File: src/rtl/mcycle_pkg.sv
// Shared types and constants for the multi-cycle controller. Defining
// MCYCLE_CTRL_STEP_EN adds the PAUSE state used for single-stepping.
package mcycle_pkg;

  localparam int WAIT_W = 8;

  typedef enum logic [2:0] {
    FETCH  = 3'd0,
    DECODE = 3'd1,
    EXEC   = 3'd2,
    MEM    = 3'd3,
    WB     = 3'd4,
    HALT   = 3'd5,
    ERROR  = 3'd6
`ifdef MCYCLE_CTRL_STEP_EN
    , PAUSE = 3'd7
`endif
  } state_e;

  // Opcode classes; OP_HALT is the all-ones opcode of whatever width is used.
  localparam int OP_ALU   = 0;
  localparam int OP_ALUI  = 1;
  localparam int OP_LD    = 2;
  localparam int OP_ST    = 3;
  localparam int OP_BR_LO = 4;
  localparam int OP_BR_HI = 7;
  localparam int ALU_ADD  = 0;

  function automatic logic is_branch(input int unsigned op);
    return (op >= OP_BR_LO) && (op <= OP_BR_HI);
  endfunction

endpackage

File: src/rtl/mcycle_wait_timer.sv
// Counts cycles spent waiting for a memory ack and flags the cycle in which
// the count would reach TIMEOUT with no ack present.
module mcycle_wait_timer
  import mcycle_pkg::*;
#(
  parameter int TIMEOUT = 15
) (
  input  logic clk,
  input  logic rst,
  input  logic waiting,
  input  logic ack,
  output logic timeout
);

  logic [WAIT_W-1:0] count;

  // NOTE: sequential state is updated with non-blocking assignments only.
  always_ff @(posedge clk) begin
    if (rst) begin
      count <= '0;
    end else if (waiting && !ack) begin
      count <= count + WAIT_W'(1);
    end else begin
      count <= '0;
    end
  end

  // An ack in the cycle the limit would be reached wins over the timeout.
  assign timeout = waiting && !ack && (count == WAIT_W'(TIMEOUT - 1));

endmodule

File: src/rtl/mcycle_ctrl.sv
// Multi-cycle CPU control unit: FETCH/DECODE/EXEC/MEM/WB sequencing with a
// memory-ack watchdog. Define MCYCLE_CTRL_STEP_EN to pause after each retire.
module mcycle_ctrl
  import mcycle_pkg::*;
#(
  parameter int OP_W    = 6,
  parameter int FUNC_W  = 4,
  parameter int TIMEOUT = 15,
  parameter int CNT_W   = 16
) (
  input  logic              clk,
  input  logic              rst,
  input  logic [OP_W-1:0]   opcode,
  input  logic [FUNC_W-1:0] func,
  input  logic              imem_ack,
  input  logic              dmem_ack,
  input  logic              step,
  output logic              read_im,
  output logic              load_ir,
  output logic              load_npc,
  output logic              load_pc,
  output logic              load_a,
  output logic              load_b,
  output logic              load_imm,
  output logic              muxalu1,
  output logic              muxalu2,
  output logic              load_aluout,
  output logic              read_dm,
  output logic              write_dm,
  output logic              load_lmd,
  output logic              muxwb,
  output logic              write_rp,
  output logic              halted,
  output logic              mem_err,
  output logic [FUNC_W-1:0] alu_func,
  output logic [2:0]        state_o,
  output logic [CNT_W-1:0]  instr_count
);

`ifdef MCYCLE_CTRL_STEP_EN
  localparam state_e RETIRE_NEXT = PAUSE;
`else
  localparam state_e RETIRE_NEXT = FETCH;
  logic unused_step;
  assign unused_step = step;
`endif

  state_e state, next_state;
  logic   timeout, waiting, wait_ack;
  logic   is_alu, is_alui, is_ld, is_st, is_br, is_halt;

  assign is_alu  = (opcode == OP_W'(OP_ALU));
  assign is_alui = (opcode == OP_W'(OP_ALUI));
  assign is_ld   = (opcode == OP_W'(OP_LD));
  assign is_st   = (opcode == OP_W'(OP_ST));
  assign is_br   = is_branch(32'(opcode));
  assign is_halt = &opcode;

  assign waiting  = (state == FETCH) || (state == MEM);
  assign wait_ack = (state == MEM) ? dmem_ack : imem_ack;

  mcycle_wait_timer #(.TIMEOUT(TIMEOUT)) u_timer (
    .clk     (clk),
    .rst     (rst),
    .waiting (waiting),
    .ack     (wait_ack),
    .timeout (timeout)
  );

  // NOTE: every output gets a default first so no path through the case infers a latch.
  always_comb begin
    next_state  = state;
    read_im     = 1'b0;
    load_ir     = 1'b0;
    load_npc    = 1'b0;
    load_pc     = 1'b0;
    load_a      = 1'b0;
    load_b      = 1'b0;
    load_imm    = 1'b0;
    muxalu1     = 1'b0;
    muxalu2     = 1'b0;
    load_aluout = 1'b0;
    read_dm     = 1'b0;
    write_dm    = 1'b0;
    load_lmd    = 1'b0;
    muxwb       = 1'b0;
    write_rp    = 1'b0;
    alu_func    = '0;
    // Strobes stay quiet throughout reset, whatever state is still held.
    if (!rst) begin
      case (state)
        FETCH: begin
          read_im = 1'b1;
          if (imem_ack) begin
            load_ir    = 1'b1;
            load_npc   = 1'b1;
            next_state = DECODE;
          end else if (timeout) begin
            next_state = ERROR;
          end
        end
        DECODE: begin
          load_a     = 1'b1;
          load_b     = 1'b1;
          load_imm   = 1'b1;
          next_state = EXEC;
        end
        EXEC: begin
          load_aluout = 1'b1;
          muxalu1     = is_br;
          muxalu2     = is_alui || is_ld || is_st;
          if (is_alu)                      alu_func = func;
          else if (is_alui || is_ld || is_st) alu_func = FUNC_W'(ALU_ADD);
          if (is_alu || is_alui)    next_state = WB;
          else if (is_ld || is_st)  next_state = MEM;
          else if (is_halt)         next_state = HALT;
          else begin
            load_pc    = 1'b1;
            next_state = RETIRE_NEXT;
          end
        end
        MEM: begin
          read_dm  = is_ld;
          write_dm = !is_ld;
          if (dmem_ack) begin
            if (is_ld) begin
              load_lmd   = 1'b1;
              next_state = WB;
            end else begin
              load_pc    = 1'b1;
              next_state = RETIRE_NEXT;
            end
          end else if (timeout) begin
            next_state = ERROR;
          end
        end
        WB: begin
          write_rp   = 1'b1;
          load_pc    = 1'b1;
          muxwb      = is_ld;
          next_state = RETIRE_NEXT;
        end
`ifdef MCYCLE_CTRL_STEP_EN
        PAUSE: if (step) next_state = FETCH;
`endif
        HALT, ERROR: next_state = state;
        default:     next_state = FETCH;
      endcase
    end
  end

  assign halted  = (state == HALT);
  assign mem_err = (state == ERROR);
  assign state_o = state;

  always_ff @(posedge clk) begin
    if (rst) begin
      state       <= FETCH;
      instr_count <= '0;
    end else begin
      state <= next_state;
      if (load_pc) instr_count <= instr_count + CNT_W'(1);
    end
  end

endmodule

File: config.mk
export PLATFORM = sky130hd
export DESIGN_NAME = mcycle_ctrl
export DESIGN_NICKNAME = d
export VERILOG_FILES = /design/src/rtl/mcycle_pkg.sv /design/src/rtl/mcycle_wait_timer.sv /design/src/rtl/mcycle_ctrl.sv
export SDC_FILE = /design/constraint.sdc
export NUM_CORES = 1
export LEC_CHECK = 0
export CAP_MARGIN = 5
export CORE_MARGIN = 5
export CORE_UTILIZATION = 35
export CTS_CLUSTER_SIZE = 24
export DETAILED_ROUTE_END_ITERATION = 10
export HOLD_SLACK_MARGIN = 0.05
export SYNTH_ARGS = -nofsm -noshare
export SYNTH_HDL_FRONTEND = slang
export SYNTH_SLANG_ARGS = --single-unit
File: constraint.sdc
create_clock -name clk -period 2.6 [get_ports clk]
set_clock_uncertainty 0.05 [all_clocks]
set_input_delay 0.52 -clock clk [delete_from_list [all_inputs] [get_ports clk]]
set_output_delay 0.52 -clock clk [all_outputs]
set_load 0.02 [all_outputs]
Word-level counts from Yosys, hierarchy flattened
Index checks and enable logic that the tools add are counted.
{"block": "totals", "register_bits": 27, "elab_cells": 77, "input_bits": 15}
{"block": "classes", "eq_ne": 10, "muxes": 44, "addsub": 2, "n_lt_le_gt_ge": 2, "bitwise_logic": 1, "reduce_logical": 15}
{"cell": "$mux W1", "n": 32}
{"cell": "$mux W3", "n": 7}
{"cell": "$add A16 B1 Y16 const B", "n": 1}
{"cell": "$pmux W3 S5", "n": 1}
{"cell": "$eq A6 B2 Y1 const B", "n": 2}
{"cell": "$mux W4", "n": 3}
{"cell": "$eq A3 B3 Y1 const B", "n": 3}
{"cell": "$add A8 B1 Y8 const B", "n": 1}
{"cell": "$eq A8 B4 Y1 const B", "n": 1}
{"cell": "$eq A3 B2 Y1 const B", "n": 2}
{"cell": "$eq A6 B1 Y1 const B", "n": 1}
{"cell": "$ge A6 B3 Y1 const B", "n": 1}
{"cell": "$le A6 B3 Y1 const B", "n": 1}
{"cell": "$logic_not A6 Y1", "n": 1}
{"cell": "$reduce_and A6 Y1", "n": 1}
{"cell": "$logic_or A1 B1 Y1", "n": 5}
{"cell": "$reduce_or A2 Y1", "n": 2}
{"cell": "$eq A3 B1 Y1 const B", "n": 1}
{"cell": "$logic_and A1 B1 Y1", "n": 3}
{"cell": "$logic_not A3 Y1", "n": 1}
{"cell": "$pmux W1 S3", "n": 1}
{"cell": "$logic_not A1 Y1", "n": 2}
{"cell": "$not A1 Y1", "n": 1}

Depth between registers and ports, before layout
{"block": "depth", "depth_word": 8, "mapped_depth": 6}

By module
A second synthesis with hierarchy kept.
{"block": "hier_totals", "hier_cells": 205, "area_unflattened_um2": 1667.8}
{"module": "mcycle_ctrl", "area_per_inst_um2": 1310.0, "instances": 1, "seq_area_each_um2": 380.4, "cells_each": 165}
{"module": "mcycle_wait_timer", "area_per_inst_um2": 357.8, "instances": 1, "seq_area_each_um2": 160.2, "cells_each": 40}

Worst setup path after synthesis
OpenSTA, ideal clock, no wires.
{"block": "synth_timing", "path_kind": "reg2out", "from": "register state[0], in the netlist state_o[0]", "to": "output load_b", "n_path_buf": 2, "t_arrival_ns": 2.002, "stages_incl_launch_ff": 4, "t_required_ns": 2.030, "path_slack_ns": 0.028, "path_cell_list": "dfxtp_1 clkbuf_1 nor4b_1 buf_4"}
{"block": "synth_via", "elab_chain_cells": 3}
{"element": "start: declaration", "line": "mcycle_ctrl.sv:48", "text": "state_e state, next_state;"}
{"element": "start signal: assignment", "line": "mcycle_ctrl.sv:161", "text": "state <= next_state;"}
{"element": "$eq A3 B1 Y1"}
{"element": "$mux W1 (2 in a row)"}
{"element": "end: declaration", "line": "mcycle_ctrl.sv:23", "text": "output logic load_b,"}
No other way between the ends.

Worst setup path after layout
{"block": "layout_timing", "from": "input rst", "to": "output load_ir"}
{"block": "layout_via", "elab_chain_cells": 1}
{"element": "start: declaration", "line": "mcycle_ctrl.sv:12", "text": "input logic rst,"}
{"element": "$mux W1", "line": "mcycle_ctrl.sv:90", "text": "if (!rst) begin"}
{"element": "end: declaration", "line": "mcycle_ctrl.sv:19", "text": "output logic load_ir,"}
No other way between the ends.

==> flow_summary.toml <==
[outcome]
status = "complete, no violations"

[sta]
slew_viol_final = 0
fin_ws_ns = 0.0987
tns_ns = 0
rsz0062_at_grt = "false"
min_period_over_period_pct = 96.2
fmax_mhz = 400
tightest_slew_ns = 0.463
finalHoldViolCount = 0
slew_headroom_pct = 68.9
layout_min_cycle_time_ns = 2.50
setup_viol = 0

[route]
wl_per_cell_um = 13.3
drt_pre_antenna_iters = 4
ant_nets = 0
dr_total_vias = 1662
drcViolationCount = 0
routed_via_density = 5.04
initialDrtViolationCount = 72
routed_wl_um = 4400

[pwr]
switching_share_pct = 26.0
p_int_uw = 598
share_comb_of_total_power_pct = 17.8
clkPwrFrac_pct = 29.8
peakVddDrop_mv = 0.337
switchingPower_uw = 211
power_density_nw_per_um2 = 329
p_leak_nw = 0.997
p_seq_share_pct = 52.3

[clock_network]
holdBufCountCts = 0
path_clk_slew_ns = 0.09
max-clock-path-buffers = 2
cts_root_buffer = "clkbuf_8"
clkLatencyLatePin_ns = 0.27
clock_sinks = 27
htreeDepth = 1
tritoncts = "yes"
cts_made_buffers = 3

[synthesis]
seq_area_frac_synth_pct = 32.6
synth-seq-cells = 27
synth_warnings = 0
synth-main-ff-cell = "dfxtp_1"
yosys.cell_types.count = 50
syn_nets = 218
synth.avg_cell_area_um2 = 8.29
async_reset_ff_share_pct = 0
synthCells = 200
netlist_area_um2 = 1660
synth-edff-count = 0

[placed_design]
placed_cell_area_um2 = 2420
gp_congestion = 0.846
hpwl_um = 3350
port_buffers = 53
dp_slack_ns = -0.558

[setup_path]
cpPeakStageDelay_ns = 0.45
endpoint_kind = "primary output"
rr_worst_depth = 7
reg2reg_slack_ns = 0.79
path_max_fanout = 10
r2r_end = "instr_count[6]"
r2r-start = "state_o[2]"
crit_path_start_kind = "input pin"
cp.arrival_ns = 1.93
path_cells = "clkdlybuf4s50_1 -> buf_4 -> nor4_1 -> and2_1 -> dlygate4sd2_1"
critical_path_class = "in -> out"
crit_slowest_cell = "clkdlybuf4s50_1"
cp.required_ns = 2.03

[global_route]
grt_max_degree = 20
overflow = 0
grt_pass1_wl_um = 7690
grt_usage_pct = 14.9
antenna_found_initial = 0
grt_pass1_vias = 1620

[worst_hold_path]
hold_end = "u_timer.count[0]"
hold_path.startpoint = "u_timer.count[0]"
min_path_type = "reg -> reg"
hold_depth = 1

[cells_and_area]
final_layout_size_suffix_gt1_share_pct = 20.7
antennaDiodeCount = 0
mostFrequentLayoutCells = "buf_4, clkdlybuf4s50_1, nor2_1"
areaGrowthSynthToFinish_pct = 48.5
final_common_cell = "buf_4"
fin_nets = 295
finalInstanceArea_um2 = 2460
utilization_pct = 52.8

[floorplanning]
ios = 55
die_area_um2 = 6210
core_um2 = 4660
die_w_um = 78.8
dieHeight_um = 78.8
initial_core_util_pct = 35.6
num_rows = 25

[run]
drv_cap = 0
## worst max path at each step
| stage | slack, ns | endpoint | from |
|---|---|---|---|
| 2_1_floorplan | 0.03 | load_b | state_o[0] |
| 3_3_place_gp | -0.56 | load_lmd | opcode[3] |
| 3_5_place_dp | -0.56 | alu_func[3] | opcode[3] |
| 4_1_cts | 0.003 | alu_func[2] | opcode[3] |
| 5_1_grt | 0.01 | load_ir | rst |
| 6_report | 0.1 | load_ir | rst |
## metal layers
metal / part of all wire (%) / routed length (um) / GRT usage [%]
met2: 45 / 1960 / 23.4
met5: 0 / 0 / 0
met1: 49 / 2160 / 20.9
met4: 0.50 / 22 / 2.75
met3: 5.9 / 259 / 3.63
## power groups by stage
stage	sequential, mW	clock [mW]	combinational [mW]
finish	0.423	0.241	0.144
global route	0.424	0.269	0.158
CTS	0.423	0.254	0.144
detailed placement	0.433	0	0.146
global placement	0.433	0	0.146
floorplan	0.438	0	0.0633
## registers in the layout, indices dropped and copies added, names as in the netlist
register       flops
instr_count       16
state_o            3
u_timer.count      8
## critical path: cells and delay by family
family                 cells  cell delay [ns]
buffers and inverters      3             0.97
and+or+nand+nor            2             0.44
## what timing repair did
action                                  CTS  global route
pin swaps                                 5             4
resized for setup                        58             7
endpoints found under the setup margin   18             7
setup buffers                             0             1
## cells in the mapped netlist, types with 5 or more instances
master	number	share of area [%]
nor2_1	29	6.6
dfxtp_1	27	33
nand3_1	12	3.6
xnor2_1	12	6.3
nor3_1	9	2.7
and2_1	8	3.0
nand2_1	8	1.8
a31oi_1	7	2.6
clkbuf_1	6	1.4
inv_1	6	1.4
xor2_1	6	3.2
and3_1	5	1.9
nand2b_1	5	1.9
## stage by stage
| step | hold slack, ns | instances | power, mW |
|---|---|---|---|
| floorplan | 0.388 | 200 | 0.501 |
| global placement | 0.406 | 325 | 0.579 |
| detailed placement | 0.414 | 325 | 0.579 |
| CTS | 0.437 | 329 | 0.821 |
| global route | 0.492 | 330 | 0.852 |
| finish | 0.429 | 330 | 0.809 |
## layout make-up
cell class / count / area, um^2
fillers: 466 / 2200
multi-input cells: 155 / 1060
flip-flops and latches: 27 / 541
clock buffers: 4 / 45.0
well taps: 54 / 67.6
inverters: 6 / 22.5
repair buffers: 84 / 722
## logic make-up (layout without fill, tap and decap cells)
family                     Yosys count  count (layout)  synth area share [%]
DFF                                 27              27                  32.6
adders and majority gates            3               3                  2.26
xor gates and xnor gates            18              18                  9.51
buffers and inverters               18              94                  5.28
muxes                                2               2                  1.28
AOI/OAI and AO/OA                   34              34                  16.5
and+or+nand+nor                     98              98                  32.6
No activity file was read; power rests on OpenSTA's default activity.
